**config.mk**
```make
export PLATFORM = sky130hd
export DESIGN_NAME = axi_wr_dispatch
export DESIGN_NICKNAME = d
export VERILOG_FILES = /design/src/rtl/axi_wr_dispatch.sv
export SDC_FILE = /design/constraint.sdc
export NUM_CORES = 1
export LEC_CHECK = 0
export ABC_AREA = 1
export CAP_MARGIN = 20
export CELL_PAD_IN_SITES_DETAIL_PLACEMENT = 0
export CELL_PAD_IN_SITES_GLOBAL_PLACEMENT = 1
export CORE_UTILIZATION = 25
export DETAILED_ROUTE_END_ITERATION = 12
export PLACE_DENSITY_LB_ADDON = 0.1
export SLEW_MARGIN = 20
export SYNTH_ARGS = -nofsm -noshare
export SYNTH_HDL_FRONTEND = slang
export SYNTH_SLANG_ARGS = --single-unit
```
**constraint.sdc**
```tcl
create_clock -name clk -period 1.4 [get_ports clk]
set_input_delay 0.14 -clock clk [delete_from_list [all_inputs] [get_ports clk]]
set_output_delay 0.14 -clock clk [all_outputs]
set_load 0.03 [all_outputs]
```
**src/rtl/axi_wr_dispatch.sv**
```systemverilog
// axi_wr_dispatch
//   Write-side sequencer of the AXI slave. It latches one axi_wr_vld beat
//   and routes it by region to the FIFO, IRAM or WRAM target. It waits for
//   that target's ack, then returns a one-cycle *_wr_done pulse. Only one
//   beat is in flight at a time. A beat that arrives while busy is dropped
//   and flagged in the sticky disp_ovr bit. An invalid region completes on
//   the FIFO done path with fifo_err set (SLVERR).
//
//   Optional feature macro: AXI_WR_DISPATCH_TMO_EN
//     When defined, an ack timeout of TMO_CYC cycles is built in. On timeout
//     the request is dropped and the beat completes as fifo_wr_done+fifo_err.
//     When undefined, ISSUE waits for the ack indefinitely.
//
// Ports
//   clk, rst_n             clock; synchronous reset, active-high despite the name
//   axi_wr_vld/addr/data/strb/region   beat from the AXI write interface
//   fifo/iram/wram_wr_done one-cycle completion pulses; fifo_err marks an error
//   tgt_addr/data/mask     held beat, shared by all targets
//   fifo/iram/wram_req/ack per-target handshake; fifo_full holds back fifo_req
//   disp_busy              state != IDLE
//   disp_ovr               sticky "beat arrived while busy"
module axi_wr_dispatch #(
  parameter int ADDR_W  = 11,
  parameter int DATA_W  = 64,
  parameter int TMO_CYC = 255
) (
  input  logic              clk,
  input  logic              rst_n,
  input  logic              axi_wr_vld,
  input  logic [ADDR_W-1:0] axi_wr_addr,
  input  logic [DATA_W-1:0] axi_wr_data,
  input  logic [DATA_W-1:0] axi_wr_strb,
  input  logic [1:0]        axi_wr_region,
  output logic              fifo_wr_done,
  output logic              fifo_err,
  output logic              iram_wr_done,
  output logic              wram_wr_done,
  output logic [ADDR_W-1:0] tgt_addr,
  output logic [DATA_W-1:0] tgt_data,
  output logic [DATA_W-1:0] tgt_mask,
  output logic              fifo_req,
  input  logic              fifo_ack,
  output logic              iram_req,
  input  logic              iram_ack,
  output logic              wram_req,
  input  logic              wram_ack,
  input  logic              fifo_full,
  output logic              disp_busy,
  output logic              disp_ovr
);

  typedef enum logic [1:0] {
    IDLE  = 2'd0,
    ISSUE = 2'd1,
    DONE  = 2'd2
  } state_t;

  localparam logic [1:0] RGN_INVALID = 2'b11;

  state_t            state_reg;
  logic [ADDR_W-1:0] addr_reg;
  logic [DATA_W-1:0] data_reg;
  logic [DATA_W-1:0] mask_reg;
  logic [1:0]        region_reg;
  logic [2:0]        done_reg;   // {wram, iram, fifo}
  logic              err_reg;
  logic              ovr_reg;

  logic [2:0] req_vec;
  logic [2:0] ack_vec;
  logic       ack_hit;

  if (TMO_CYC < 1 || TMO_CYC > 255) begin : g_tmo_cyc_out_of_range
    $error("axi_wr_dispatch: TMO_CYC must be in 1..255");
  end

  // Requests are combinational from the held region, so the target sees the
  // request in the first ISSUE cycle. The FIFO request is additionally held
  // back while the FIFO reports full.
  genvar gi;
  for (gi = 0; gi < 3; gi++) begin : g_req
    if (gi == 0) begin : g_fifo
      assign req_vec[gi] = (state_reg == ISSUE) && (region_reg == 2'(gi)) && !fifo_full;
    end else begin : g_ram
      assign req_vec[gi] = (state_reg == ISSUE) && (region_reg == 2'(gi));
    end
  end

  assign ack_vec = {wram_ack, iram_ack, fifo_ack};
  // Only an ack from the target whose request is high this cycle counts.
  assign ack_hit = |(req_vec & ack_vec);

`ifdef AXI_WR_DISPATCH_TMO_EN
  localparam logic [7:0] TMO_LAST = 8'(TMO_CYC - 1);
  logic [7:0] tmo_cnt_reg;
`endif

  always_ff @(posedge clk) begin
    if (rst_n) begin
      state_reg   <= IDLE;
      addr_reg    <= '0;
      data_reg    <= '0;
      mask_reg    <= '0;
      region_reg  <= '0;
      done_reg    <= '0;
      err_reg     <= 1'b0;
      ovr_reg     <= 1'b0;
`ifdef AXI_WR_DISPATCH_TMO_EN
      tmo_cnt_reg <= '0;
`endif
    end else begin
      // Done outputs are pulses: they are set only on the edge into DONE.
      done_reg <= '0;
      err_reg  <= 1'b0;

      if (axi_wr_vld && (state_reg != IDLE)) begin
        ovr_reg <= 1'b1;
      end

      case (state_reg)
        IDLE: begin
          if (axi_wr_vld) begin
            addr_reg   <= axi_wr_addr;
            data_reg   <= axi_wr_data;
            mask_reg   <= axi_wr_strb;
            region_reg <= axi_wr_region;
            if (axi_wr_region == RGN_INVALID) begin
              state_reg <= DONE;
              done_reg  <= 3'b001;
              err_reg   <= 1'b1;
            end else begin
              state_reg <= ISSUE;
`ifdef AXI_WR_DISPATCH_TMO_EN
              tmo_cnt_reg <= '0;
`endif
            end
          end
        end

        ISSUE: begin
          if (ack_hit) begin
            state_reg <= DONE;
            done_reg  <= 3'b001 << region_reg;
          end
`ifdef AXI_WR_DISPATCH_TMO_EN
          // The last waiting cycle sees the counter at TMO_CYC-1. Cycles
          // stalled on fifo_full count as waiting too.
          else if (tmo_cnt_reg == TMO_LAST) begin
            state_reg <= DONE;
            done_reg  <= 3'b001;
            err_reg   <= 1'b1;
          end else begin
            tmo_cnt_reg <= tmo_cnt_reg + 8'd1;
          end
`endif
        end

        DONE: begin
          state_reg <= IDLE;
        end

        default: begin
          state_reg <= IDLE;
        end
      endcase
    end
  end

  assign fifo_wr_done = done_reg[0];
  assign iram_wr_done = done_reg[1];
  assign wram_wr_done = done_reg[2];
  assign fifo_err     = err_reg;
  assign fifo_req     = req_vec[0];
  assign iram_req     = req_vec[1];
  assign wram_req     = req_vec[2];
  assign tgt_addr     = addr_reg;
  assign tgt_data     = data_reg;
  assign tgt_mask     = mask_reg;
  assign disp_busy    = (state_reg != IDLE);
  assign disp_ovr     = ovr_reg;

endmodule

```
======== Yosys cells after proc, flatten, opt, wreduce, memory -nomap -nowiden ========
Index checks and enable logic that the tools add are counted.
operators by class
  eq/ne operators ......................... 6
  shifts and indexed selects .............. 1
  muxes and demuxes ....................... 9
  bitwise operators ....................... 3
  reductions and logical operators ........ 13
operator list
  operator                                                           count
  2-bit two-way mux                                                  3
  3-bit case mux with 2 select lines                                 1
  3-bit OR reduction                                                 2
  1-bit logical AND                                                  5
  2-bit by 1-bit == test with 1-bit output, second input constant    2
  2-bit == test, second input constant                               2
  2-bit logical NOT                                                  2
  2-bit inequality test, second input constant                       2
  2-bit case mux with 2 select lines                                 1
  2-bit AND reduction                                                2
  3-bit bitwise AND                                                  1
  1-bit two-way mux                                                  3
  3-bit two-way mux                                                  1
  1-bit by 2-bit << shifter with 3-bit output, first input constant  1
  1-bit inverter                                                     2
  2-bit nonzero test                                                 1
  1-bit logical NOT                                                  1
storage, ports and cells
  bits in registers ....................... 148
  input port bits ......................... 148
  output and inout bits ................... 148
  logic and storage cells ................. 40

======== Logic depth before layout (Yosys ltp) ========
  depth after elaboration ................. 7
  mapped depth ............................ 8
  gate-level depth less buffers ........... 6

======== Worst setup path after synthesis ========
Ideal clock, no wire load.
  path kind ............................... register to output
  start point ............................. register state_reg[0]
  end point ............................... output port fifo_req
  arrival ................................. 1.546 ns
  required time ........................... 1.260 ns
  slack ................................... -0.286 ns
  stages on the path, launching flop included .. 5
  buffers on the path ..................... 0
  cell sequence ........................... dfxtp_1 > inv_2 > nor2_1 > inv_1 > nor4_1
on the way
  cells in the longest elaborated chain, start to end .. 3
ends and longest elaborated chain
  what                                      RTL line  text
  from (decl)                               60        state_t state_reg;
  from (signal assigned)                    100       state_reg <= IDLE;
  from (signal assigned)                    128       state_reg <= DONE;
  from (signal assigned)                    132       state_reg <= ISSUE;
  2-bit by 1-bit == test with 1-bit output  83        assign req_vec[gi] = (state_reg == ISSUE) && (region_reg == 2'(gi)) && !fifo_full;
  1-bit logical AND (2 in a row)            83
  to (decl)                                 41        output logic fifo_req,
No other way between the ends.

======== Worst setup path after layout ========
  start point ............................. register state_reg[0]
  end point ............................... output port wram_req
on the way
  cells in the longest elaborated chain, start to end .. 2
ends and longest elaborated chain
  what                                      RTL line  text
  2-bit by 1-bit == test with 1-bit output  85        assign req_vec[gi] = (state_reg == ISSUE) && (region_reg == 2'(gi));
  1-bit logical AND                         85
  to (decl)                                 45        output logic wram_req,
No other way between the ends.

==> impl_metrics.yaml <==
outcome:
  status: "finished, violations left"
  failed_checks: "negative setup slack"
die:
  ioPinCount: 296
  start_util: 0.255
  die-area_mm2: 0.0213
  die_w_um: 146
  die_h_um: 146
  fp.coreArea_mm2: 0.0203
  row_count: 52
timing:
  fmax_ghz: 0.688
  setup_tns_ns: -0.113
  skew_ns: 0.00662
  final-setup-viol-count: 3
  rsz0062_at_grt: "true"
  relSlewSlack: 0.750
  slew_violations: 0
  finalCritPeriodShare: 1.04
  hold_viol: 0
  timing.final.ws_setup_ns: -0.0545
  tightest_slew_ns: 0.376
  min_period_ns: 1.45
placement:
  hpwlAfterDp_mm: 12.2
  dp_slack_ns: -0.119
  portBuffers: 295
  place.gp.congestion: 0.788
power:
  p_comb_frac: 0.242
  internal_power_mw: 8.85
  power.density_mw_per_mm2: 1410
  ir_drop_v: 0.000811
  pwr-share-seq: 0.383
  leakage_nw: 4.20
  p_sw_frac: 0.306
  p_clk_frac: 0.374
  p_sw_mw: 3.90
global_routing:
  grt_pass1_vias: 5054
  grt_use_total: 0.162
  grt_pass1_wl_mm: 27.1
  antenna_found_initial: 0
  grt_max_degree: 65
  grt-ovfl-total: 0
worst_hold_path:
  whs_endpoint: "tgt_mask[63]"
  holdPathStages: 3
  hold_class: "in2reg"
  min-delay-start: "axi_wr_strb[63]"
route:
  num_vias: 5264
  postRouteAntennaNets: 0
  avgRoutedWirePerCell_um: 14.6
  wirelength_mm: 17.8
  firstDrtPassIters: 4
  drc: 0
  dr.first_iter.drc_count: 210
  viasPerCell: 4.32
yosys:
  ys_warn_count: 0
  ys_seq_elements: 148
  synth_seq_area_share: 0.572
  synth_cell_types: 21
  synthAdderAreaFrac: 0
  synth_compound_area_frac: 0.142
  synth_xor_area_frac: 0
  synth_top_family_by_area: "simple AND/OR/NAND/NOR gates"
  postSynthCellCount: 651
  muxShareOfSynthArea: 0
  syn_area_mm2: 0.00518
  syn_nets: 799
  syn_area_per_cell_um2: 7.96
  synthSimpleGateAreaFrac: 0.226
worst_setup_path:
  start_kind: "register"
  critPathArrivalTime_ns: 1.31
  r2r-start: "state_reg[0]"
  path_class: "reg2out"
  critPathMaxFanout: 3
  cp.required_ns: 1.26
  worst_r2r_path_depth: 7
  rr_endpoint: "tgt_data[42]"
  reg2reg_slack_ns: 0
  end_kind: "output pin"
cts:
  clockBufferDepth: 2
  htree_levels: 4
  clock_latency_ns: 0.41
  cts_root_buffer: "clkbuf_16"
  numCtsBuffers: 17
  cts_sinks: 148
  tritoncts: "built"
  clk_pin_slew_ns: 0.06
flow_run:
  maxCapViolations: 0
final_layout:
  post-route-util: 0.444
  n_antenna_cell: 0
  nNetsFinal: 1084
  drive_above_1_share: 0.0896
  fillers: 2064
  area_growth_pct: 74.1
==> layout by cell type (no fill, tap or decap), types with 3 or more instances in the layout <==
cell type        instances
clkdlybuf4s50_1        147
dlygate4sd2_1          144
clkinv_2                 5
bufinv_16                4
nor2_2                  15
o21ai_0                114
nor2_1                 272
buf_12                   9
inv_1                    4
inv_2                    3
buf_4                    7
nand3_1                  3
clkbuf_16               18
dfxtp_2                  3
o21ai_1                 27
dfxtp_1                145
==> cell type report <==
class	instances	area (um^2)	area share
clock buffer	19	433	0.0480
multi-input combinational	447	1980	0.220
tap	270	338	0.0375
timing repair buffer	312	3070	0.340
inverter	10	48.8	0.00541
sequential	148	2970	0.329
clock inverter	13	181	0.0201
==> Yosys cell counts, drive strengths merged <==
library cell | number | area [um^2]
nor2 | 289 | 1100
dfxtp | 148 | 2960
o21ai | 141 | 706
buf | 29 | 211
clkbuf | 17 | 65.1
inv | 9 | 33.8
a21oi | 4 | 20.0
nand3 | 4 | 20.0
nand2 | 3 | 18.8
nand4 | 2 | 12.5
nor3 | 2 | 10.0
a211oi | 1 | 7.51
clkinv | 1 | 5.00
nor4 | 1 | 6.26
==> repair_timing <==
item,in CTS,in global routing
setup endpoints to repair,147,4
buffers inserted,1,2
hold buffers,0,0
resized for setup,150,36
gates cloned,0,2
pin swaps,1,3
==> worst max-delay path by stage <==
stage	startpoint	end
3_3_place_gp	axi_wr_vld	tgt_addr[0]
5_1_grt	state_reg[0]	fifo_req
6_report	state_reg[0]	wram_req
4_1_cts	state_reg[0]	wram_req
2_1_floorplan	state_reg[0]	iram_req
3_5_place_dp	axi_wr_vld	tgt_data[42]
==> kinds of logic after synthesis <==
logic type | count (synthesis)
AOI/OAI and AO/OA | 146
buffers and inverters | 56
DFF | 148
and+or+nand+nor | 301
==> critical path, cell delays in order (launching register included) <==
cell and delay (ns):
dfxtp_2 0.33, inv_4 0.04, nor2_4 0.11, inv_2 0.06, nor3_2 0.17, buf_4 0.19
==> power groups by stage <==
stage	Clock, mW	Combinational, mW	Sequential, mW
2_1_floorplan	0	0.843	5.83
4_1_cts	4.90	3.01	4.88
6_report	4.77	3.09	4.88
3_3_place_gp	0	3.27	4.96
3_5_place_dp	0	3.29	4.98
5_1_grt	5.11	3.31	4.94
==> metal layers <==
metal	track usage	vias up	wire length (um)
li1	-	2658	-
met3	0.0618	22	1460
met5	0	-	0
met1	0.188	2388	7630
met4	0.0674	0	343
met2	0.266	196	8410
==> per-stage QoR <==
step                cell area [um^2]  hold slack, ns  total power [mW]  instances
floorplan                       5190           0.275              6.68        651
detailed placement              8410           0.477              8.27       1182
CTS                             8860           0.287              12.8       1215
global route                    9020           0.297              13.4       1219
finish                          9020           0.310              12.7       1219
global placement                8410           0.468              8.23       1182
Power figures use the tool's default switching activity.
